**src/rtl/key_sync_source_if.sv**
```systemverilog
// ============================================================================
//  Module      : aes_model_pack / dvr_if
//  Description : Shared block-size constant and the data/valid/ready
//                transfer interface used by key_sync_source.
//  Revision    : 1.0 - initial release
// ============================================================================
`default_nettype none

package aes_model_pack;
  // Width of one AES block in bits
  parameter int BLOCK_SIZE = 128;
endpackage

interface dvr_if #(
  parameter int W = 2 * aes_model_pack::BLOCK_SIZE
);
  logic [W-1:0] data;
  logic         valid;
  logic         ready;

  // Producer drives data/valid, consumer answers with ready
  modport source (output data, output valid, input ready);
  modport sink   (input data, input valid, output ready);
endinterface

`default_nettype wire

```
**src/rtl/key_sync_source.sv**
```systemverilog
// ============================================================================
//  Module      : key_sync_source
//  Description : Buffers key/sync pairs in a DEPTH-entry FIFO and hands one
//                pair per request level to the consumer over a
//                data/valid/ready link. An empty-buffer request raises a
//                one-cycle req_underflow_irq.
//                Optional macro KEY_SYNC_SRC_REPLAY_EN: an empty-buffer
//                request resends the last transmitted pair instead of
//                sending nothing.
//  Revision    : 1.0 - initial release
// ============================================================================
`default_nettype none

module key_sync_source #(
  parameter int DEPTH   = 4,
  parameter int BLOCK_W = aes_model_pack::BLOCK_SIZE
) (
  input  logic                     clk,
  input  logic                     rst,
  input  logic                     load_vld,
  output logic                     load_rdy,
  input  logic [BLOCK_W-1:0]       load_key,
  input  logic [BLOCK_W-1:0]       load_sync,
  input  logic                     key_and_sync_req,
  dvr_if.source                    key_and_sync_out,
  output logic [$clog2(DEPTH):0]   fill_level,
  output logic                     req_underflow_irq
);

  localparam int c_AW = $clog2(DEPTH);
  localparam int c_CW = c_AW + 1;
  localparam int c_PW = 2 * BLOCK_W;
  localparam logic [c_CW-1:0] c_DEPTH = c_CW'(DEPTH);

  typedef enum logic [1:0] {
    IDLE = 2'd0,
    SEND = 2'd1,
    HOLD = 2'd2
  } state_t;

  logic [c_PW-1:0] r_mem [DEPTH];
  logic [c_AW-1:0] r_wr_ptr;
  logic [c_AW-1:0] r_rd_ptr;
  logic [c_CW-1:0] r_count;
  logic            r_load_rdy;
  state_t          r_state;
  logic            r_valid;
  logic [c_PW-1:0] r_data;
  logic            r_irq;
`ifdef KEY_SYNC_SRC_REPLAY_EN
  logic [c_PW-1:0] r_last;
`endif

  logic            w_push;
  logic            w_pop;
  logic [c_CW-1:0] w_count_next;

  // A load is taken only against the registered ready, so a load offered at
  // full is refused even when a pop happens on the same edge.
  assign w_push = load_vld & r_load_rdy;
  assign w_pop  = (r_state == IDLE) & key_and_sync_req & (r_count != '0);

  // Next occupancy: simultaneous push and pop cancel out
  always_comb begin
    w_count_next = r_count;
    case ({w_push, w_pop})
      2'b10:   w_count_next = r_count + c_CW'(1);
      2'b01:   w_count_next = r_count - c_CW'(1);
      default: w_count_next = r_count;
    endcase
  end

  // FIFO storage; contents need no reset because occupancy gates every read
  always_ff @(posedge clk) begin
    if (w_push) begin
      r_mem[r_wr_ptr] <= {load_key, load_sync};
    end
  end

  // Pointers, occupancy and registered load_rdy (pointers wrap naturally)
  always_ff @(posedge clk) begin
    if (!rst) begin
      r_wr_ptr   <= '0;
      r_rd_ptr   <= '0;
      r_count    <= '0;
      r_load_rdy <= 1'b1;
    end else begin
      if (w_push) begin
        r_wr_ptr <= r_wr_ptr + c_AW'(1);
      end
      if (w_pop) begin
        r_rd_ptr <= r_rd_ptr + c_AW'(1);
      end
      r_count    <= w_count_next;
      r_load_rdy <= (w_count_next < c_DEPTH);
    end
  end

  // Request FSM: one transfer (or one underflow pulse) per request level
  always_ff @(posedge clk) begin
    if (!rst) begin
      r_state <= IDLE;
      r_valid <= 1'b0;
      r_data  <= '0;
      r_irq   <= 1'b0;
`ifdef KEY_SYNC_SRC_REPLAY_EN
      r_last  <= '0;
`endif
    end else begin
      r_irq <= 1'b0;
      case (r_state)
        IDLE: begin
          if (key_and_sync_req) begin
            if (r_count != '0) begin
              r_data  <= r_mem[r_rd_ptr];
              r_valid <= 1'b1;
              r_state <= SEND;
            end else begin
              r_irq   <= 1'b1;
`ifdef KEY_SYNC_SRC_REPLAY_EN
              r_data  <= r_last;
              r_valid <= 1'b1;
              r_state <= SEND;
`else
              r_state <= HOLD;
`endif
            end
          end
        end
        SEND: begin
          // Request level is ignored here: a started transfer always completes
          if (key_and_sync_out.ready) begin
            r_valid <= 1'b0;
            r_state <= HOLD;
`ifdef KEY_SYNC_SRC_REPLAY_EN
            r_last  <= r_data;
`endif
          end
        end
        HOLD: begin
          if (!key_and_sync_req) begin
            r_state <= IDLE;
          end
        end
        default: begin
          r_state <= IDLE;
          r_valid <= 1'b0;
        end
      endcase
    end
  end

  assign key_and_sync_out.data  = r_data;
  assign key_and_sync_out.valid = r_valid;
  assign load_rdy               = r_load_rdy;
  assign fill_level             = r_count;
  assign req_underflow_irq      = r_irq;

endmodule

`default_nettype wire

```
**src/flat_wrapper.sv**
```systemverilog
// flat-port wrapper written by rule: the top's interface ports become plain ports
module key_sync_source_flat 
#(
  parameter int DEPTH   = 4,
  parameter int BLOCK_W = aes_model_pack::BLOCK_SIZE
)
  (clk, rst, load_vld, load_rdy, load_key, load_sync, key_and_sync_req, fill_level, req_underflow_irq, key_and_sync_out_data, key_and_sync_out_valid, key_and_sync_out_ready);
  dvr_if #(.W(2*(128))) key_and_sync_out_i ();
  input  logic clk;
  input  logic rst;
  input  logic load_vld;
  output logic load_rdy;
  input  logic [BLOCK_W-1:0] load_key;
  input  logic [BLOCK_W-1:0] load_sync;
  input  logic key_and_sync_req;
  output logic [$clog2(DEPTH):0] fill_level;
  output logic req_underflow_irq;
  output wire logic [$bits(key_and_sync_out_i.data)-1:0] key_and_sync_out_data;
  output wire logic [$bits(key_and_sync_out_i.valid)-1:0] key_and_sync_out_valid;
  input wire logic [$bits(key_and_sync_out_i.ready)-1:0] key_and_sync_out_ready;
  assign key_and_sync_out_data = key_and_sync_out_i.data;
  assign key_and_sync_out_valid = key_and_sync_out_i.valid;
  assign key_and_sync_out_i.ready = key_and_sync_out_ready;
  key_sync_source #(.DEPTH(DEPTH), .BLOCK_W(BLOCK_W)) u_core (.clk(clk), .rst(rst), .load_vld(load_vld), .load_rdy(load_rdy), .load_key(load_key), .load_sync(load_sync), .key_and_sync_req(key_and_sync_req), .key_and_sync_out(key_and_sync_out_i), .fill_level(fill_level), .req_underflow_irq(req_underflow_irq));
endmodule
```
**config.mk**
```make
export PLATFORM = sky130hd
export DESIGN_NAME = key_sync_source_flat
export DESIGN_NICKNAME = d
export VERILOG_FILES = /design/src/rtl/key_sync_source_if.sv /design/src/rtl/key_sync_source.sv /design/src/flat_wrapper.sv
export SDC_FILE = /design/constraint.sdc
export NUM_CORES = 1
export LEC_CHECK = 0
export ABC_CLOCK_PERIOD_IN_PS = 22000
export BUFFER_PORTS_ARGS = -buffer_cell sky130_fd_sc_hd__buf_2
export CORE_ASPECT_RATIO = 1.4
export CORE_MARGIN = 10
export CORE_UTILIZATION = 50
export CTS_CLUSTER_DIAMETER = 50
export DETAILED_ROUTE_END_ITERATION = 8
export PLACE_DENSITY = 0.7
export RECOVER_POWER = 25
export SYNTH_ARGS = -nofsm -noshare
export SYNTH_HDL_FRONTEND = slang
export SYNTH_SLANG_ARGS = --single-unit
```
**constraint.sdc**
```tcl
create_clock -name clk -period 22 [get_ports clk]
set_input_delay 4.4 -clock clk [delete_from_list [all_inputs] [get_ports clk]]
set_output_delay 4.4 -clock clk [all_outputs]
set_load 0.02 [all_outputs]
```
# After elaboration in Yosys (flattened, before gate mapping)

Memories as Yosys holds them, arrays and structs flattened. A register that Yosys moved wholly into a read port is not among the register bits.
Index checks and enable logic that the tools add are counted.

Register bits after elaboration: 12
Bits in writable memories: 1024
Input port bits: 261
Output and inout bits: 262
Logic and storage cells: 45
Memories: 1

Add/subtract/negate cells: 4
Order comparisons: 1
Equal/unequal tests: 8
Mux-type cells: 13
Bitwise gates (word level): 4
Reduce and logical (&&, ||, !) cells: 7

Memories:

| memory       | words | bits a word | read ports | clocked after Yosys merged registers in | wr ports | RTL line              | source |
|---|---|---|---|---|---|---|---|
| u_core.r_mem | 4     | 256         | 1          | 1                                       | 1        | key_sync_source.sv:41 | `logic [c_PW-1:0] r_mem [DEPTH];` |

Operator list:

| kind                                                | count |
|---|---|
| AND reduction 3 bit                                 | 3 |
| 2-to-1 mux 2 bit                                    | 4 |
| inequality test 2 bit, second input constant        | 4 |
| 2-to-1 mux 1 bit                                    | 6 |
| case mux 2 bit (3 select lines)                     | 1 |
| case mux 3 bit (2 select lines)                     | 1 |
| adder 2 x 1 -> 2 bit, second input constant         | 2 |
| equality test 2 x 1 -> 1 bit, second input constant | 2 |
| equality test 2 bit, second input constant          | 2 |
| AND reduction 4 bit                                 | 1 |
| adder 3 x 1 -> 3 bit, second input constant         | 1 |
| AND 1 bit                                           | 3 |
| < comparator 3 bit, second input constant           | 1 |
| case mux 1 bit (3 select lines)                     | 1 |
| nonzero test 3 bit                                  | 1 |
| subtractor 3 x 1 -> 3 bit, second input constant    | 1 |
| logical NOT 2 bit                                   | 1 |
| logical NOT 1 bit                                   | 1 |
| inverter 1 bit                                      | 1 |

# Longest topological paths before layout

Depth in word-level cells: 6
Depth in mapped cells: 9

# Least setup slack after synthesis

Ideal clock, no wire load.

Path kind: input -> register
Start: in load_vld
End: mem u_core.r_mem[0][0] (netlist bit), enable pin
Setup time: 0.651 ns
Arrival time: 10.281 ns
Path slack: 11.068 ns
Stages on the path: 1
Cells stage by stage: and3_1

Longest elaborated chain between the ends: 3

RTL lines:

| what                                   | RTL line              | source |
|---|---|---|
| start: declaration                     | flat_wrapper.sv:11    | `input logic load_vld;` |
| AND 1 bit                              | key_sync_source.sv:60 | `assign w_push = load_vld & r_load_rdy;` |
| 2-to-1 mux 1 bit                       | key_sync_source.sv:75 | `if (w_push) begin` |
| 2-to-1 mux 1 bit (not written as such) | key_sync_source.sv:76 | `r_mem[r_wr_ptr] <= {load_key, load_sync};` |
| end: declaration                       | key_sync_source.sv:41 |  |

No other way between the ends.

# Worst setup path after layout

Start: in rst
End: reg u_core.r_data[254] (netlist: u_core.key_and_sync_out.data[254]) (read register of u_core.r_mem)

Longest elaborated chain between the ends: 1

RTL lines:

| what                               | RTL line              | source |
|---|---|---|
| start: declaration                 | flat_wrapper.sv:10    | `input logic rst;` |
| logical NOT 1 bit (no source line) | --                    |  |
| end: declaration                   | key_sync_source.sv:48 | `logic [c_PW-1:0] r_data;` |

No other way between the ends.
A chain may end at the register's enable or synchronous reset.

==> impl_metrics.toml <==
[timing]
worstMarginPinSlew_ns = 1.12
max_freq_mhz = 138
report.final.setup_viol = 0
slew_viol_final = 0
timing.final.ws_setup_ns = 14.78
hold_viol = 0
slew_headroom_pct = 25.4
fin_setup_tns_ns = 0
timing.final.crit_period_ns = 7.22
finalClockSkew_ns = 0.0240
rsz0062_at_grt = "no"
holdWs_ns = 0.456
period_share_pct = 32.8

[finish]
fillCellCount = 6707
drive_above_1_share_pct = 28.9
layout.cells.non_filler = 4106
area_growth_pct = 16.6
nets = 3052
post-route-util_pct = 58.9
final_cell_area_um2 = 53800

[pwr]
p_sw_mw = 1.77
switching_share_pct = 27.3
peakVddDrop_uv = 84.8
clock_power_share_pct = 32.8
power_density_nw_per_um2 = 120
combPwrFrac_pct = 18.6
power.internal_mw = 4.71
seqPwrFrac_pct = 48.6
p_leak_nw = 17.8
power_mw = 6.48

[clock_network]
clk_pin_slew_ns = 0.06
cts_post_setup_buffers_inserted = 0
postCtsHoldBufs = 0
insertion_delay_ns = 0.72
cts_buffers = 118
htreeDepth = 3
clockBufferDepth = 3
cts_root_buf = "clkbuf_16"
cts_tree = "built"
cts_resized = 0
clkSinkCount = 1292

[flow_run]
maxCapViolations = 0

[place]
gp_congestion = 0.741
place_area_um2 = 49900
place.port_buffers = 522
dpl.hpwl_um = 63100
dpl.cell_count = 3862
dpl_worst_slack_ns = 14.06

[outcome]
outcome = "complete, no violations"

[floorplanning]
die-height_um = 379
rows = 131
dieArea_um2 = 105000
ioPinCount = 523
core-area_um2 = 91300
die_w_um = 277
initial_core_util_pct = 50.5

[detailed_routing]
drt_pass1_iterations = 7
ant_nets = 0
wirelength_um = 104000
drt_iter0_markers = 1928
wl_per_cell_um = 25.4
via_per_inst = 5.73
vias = 23500
drc = 0

[worst_setup_path]
crit_path_end_kind = "flip-flop"
critPathLaunch = "rst"
cp-start-kind = "primary input"
crit_type = "primary input to flip-flop"
cp.required_ns = 22.64
rr_endpoint = "u_core.key_and_sync_out.data[220]"
cp.arrival_ns = 7.86
crit_end = "u_core.key_and_sync_out.data[254]"
worst-r2r-setup-slack_ns = 18.30
critPathMaxFanout = 191
r2r_cells = 4
r2r-start = "u_core.r_rd_ptr[0]"

[yosys]
syn_avg_cell_area_um2 = 20.5
postSynthCellCount = 2255
async_flop_share_pct = 0
synth_area_um2 = 46100
ys_types = 35
yosysWarnings = 0
seq_area_frac_synth_pct = 78.3
syn_nets = 2522
synth-seq-cells = 1292
ys.flop_type = "edfxtp_1"
synth-edff-count = 1024

[grt]
antenna_found_initial = 41
grt_pass1_wl_um = 156000
grt_overflow_total = 0
grt_pass1_vias = 24500
grt_max_degree = 192
track_usage_pct = 19.5

[worst_hold_path]
hold_depth = 2
hp-class = "flip-flop to flip-flop"
## placed cells by master (no fill, tap or decap), types with 2 or more instances in the layout
cell type | netlist | routed
nor3b_1 | 2 | 2
inv_6 | 0 | 4
diode_2 | 0 | 18
dfxtp_1 | 268 | 266
inv_1 | 3 | 3
edfxtp_1 | 1024 | 1024
o2bb2ai_1 | 256 | 256
buf_4 | 16 | 30
ha_1 | 5 | 5
clkbuf_1 | 58 | 194
clkinv_2 | 0 | 22
xnor2_1 | 2 | 2
a21oi_1 | 4 | 4
clkinv_1 | 1 | 16
clkbuf_8 | 0 | 13
nor2_1 | 4 | 4
mux4_2 | 256 | 256
dfxtp_4 | 0 | 2
bufinv_16 | 0 | 15
nand3_1 | 2 | 2
inv_8 | 0 | 3
o21a_1 | 3 | 3
o21ai_0 | 4 | 4
clkinv_8 | 0 | 2
and3_4 | 0 | 4
nor3_1 | 2 | 2
nand2_1 | 258 | 258
clkinv_4 | 0 | 3
buf_12 | 0 | 2
clkbuf_16 | 0 | 121
buf_2 | 68 | 347
clkinvlp_4 | 0 | 7
## cell families (layout without fill, tap and decap cells)
kind of cell | count (synthesis) | count (layout) | share of synthesized area [%]
adders and majority gates | 6 | 6 | 0.179
xor gates and xnor gates | 3 | 3 | 0.0570
buffers and inverters | 148 | 784 | 1.52
muxes | 257 | 257 | 12.5
and+or+nand+nor | 280 | 280 | 2.41
other | 0 | 18 | 0
DFF | 1292 | 1292 | 78.3
AOI/OAI and AO/OA | 269 | 269 | 5.03
## routing by layer
| layer | share of wire, % | GRT usage (%) | up-vias |
|---|---|---|---|
| met5 | 0.37 | 0 | - |
| met4 | 2.0 | 6.16 | 60 |
| met3 | 9.4 | 7.03 | 174 |
| met2 | 48 | 31.1 | 848 |
| met1 | 40 | 24.9 | 12200 |
| li1 | - | - | 10300 |
## Yosys cell counts, types with 3 or more instances
cell type | n | share of area (%)
a21oi_1 | 4 | 0.043
and3_1 | 4 | 0.054
buf_2 | 68 | 0.74
buf_4 | 16 | 0.26
clkbuf_1 | 58 | 0.47
dfxtp_1 | 268 | 12
edfxtp_1 | 1024 | 67
ha_1 | 5 | 0.14
inv_1 | 3 | 0.024
mux4_2 | 256 | 12
nand2_1 | 258 | 2.1
nor2_1 | 4 | 0.033
o21a_1 | 3 | 0.049
o21ai_0 | 4 | 0.043
o2bb2ai_1 | 256 | 4.9
## how the worst min path moves through the flow
stage	slack [ns]	start	end
final	0.46	u_core.key_and_sync_out.data[79]	u_core.key_and_sync_out.data[79]
after global routing	0.48	u_core.key_and_sync_out.data[78]	u_core.key_and_sync_out.data[78]
after CTS	0.46	u_core.key_and_sync_out.data[19]	u_core.key_and_sync_out.data[19]
after detailed placement	0.45	u_core.key_and_sync_out.data[19]	u_core.key_and_sync_out.data[19]
after global placement	0.45	u_core.key_and_sync_out.data[88]	u_core.key_and_sync_out.data[88]
after floorplan	0.47	u_core.r_wr_ptr[1]	u_core.r_wr_ptr[1]
## registers in the layout, indices dropped and copies added (netlist names), 2 cells and up, named ones only
name                          cells
u_core.key_and_sync_out.data    256
u_core.r_wr_ptr                   2
u_core.r_rd_ptr                   2
u_core.fill_level                 2
u_core.r_state                    2
u_core.r_mem                   1024
## power groups by stage
stage / clock [mW] / sequential [mW] / combinational (mW)
global route: 2.26 / 3.18 / 1.30
finish: 2.12 / 3.15 / 1.20
CTS: 2.17 / 3.15 / 1.24
detailed placement: 0 / 3.20 / 1.24
floorplan: 0 / 3.35 / 0.704
global placement: 0 / 3.18 / 1.22
## worst max-delay path, cell delays in order
cell	delay (ns)
clkbuf_8	0.66
clkinv_1	0.55
nor3_4	0.34
buf_12	0.69
buf_4	0.75
o2bb2ai_1	0.20
## final cells by class
class	instances	area (um2)	share of cell area (%)
flip-flops and latches	1292	36100	67.1
multi-input cells	815	9340	17.4
clock buffers	153	3270	6.07
repair buffers	554	2670	4.96
well taps	1197	1500	2.78
clock inverters	73	847	1.57
diodes	18	45.0	0.0837
inverters	4	15.0	0.0279
Note: power is estimated with default switching activity, not from simulation.
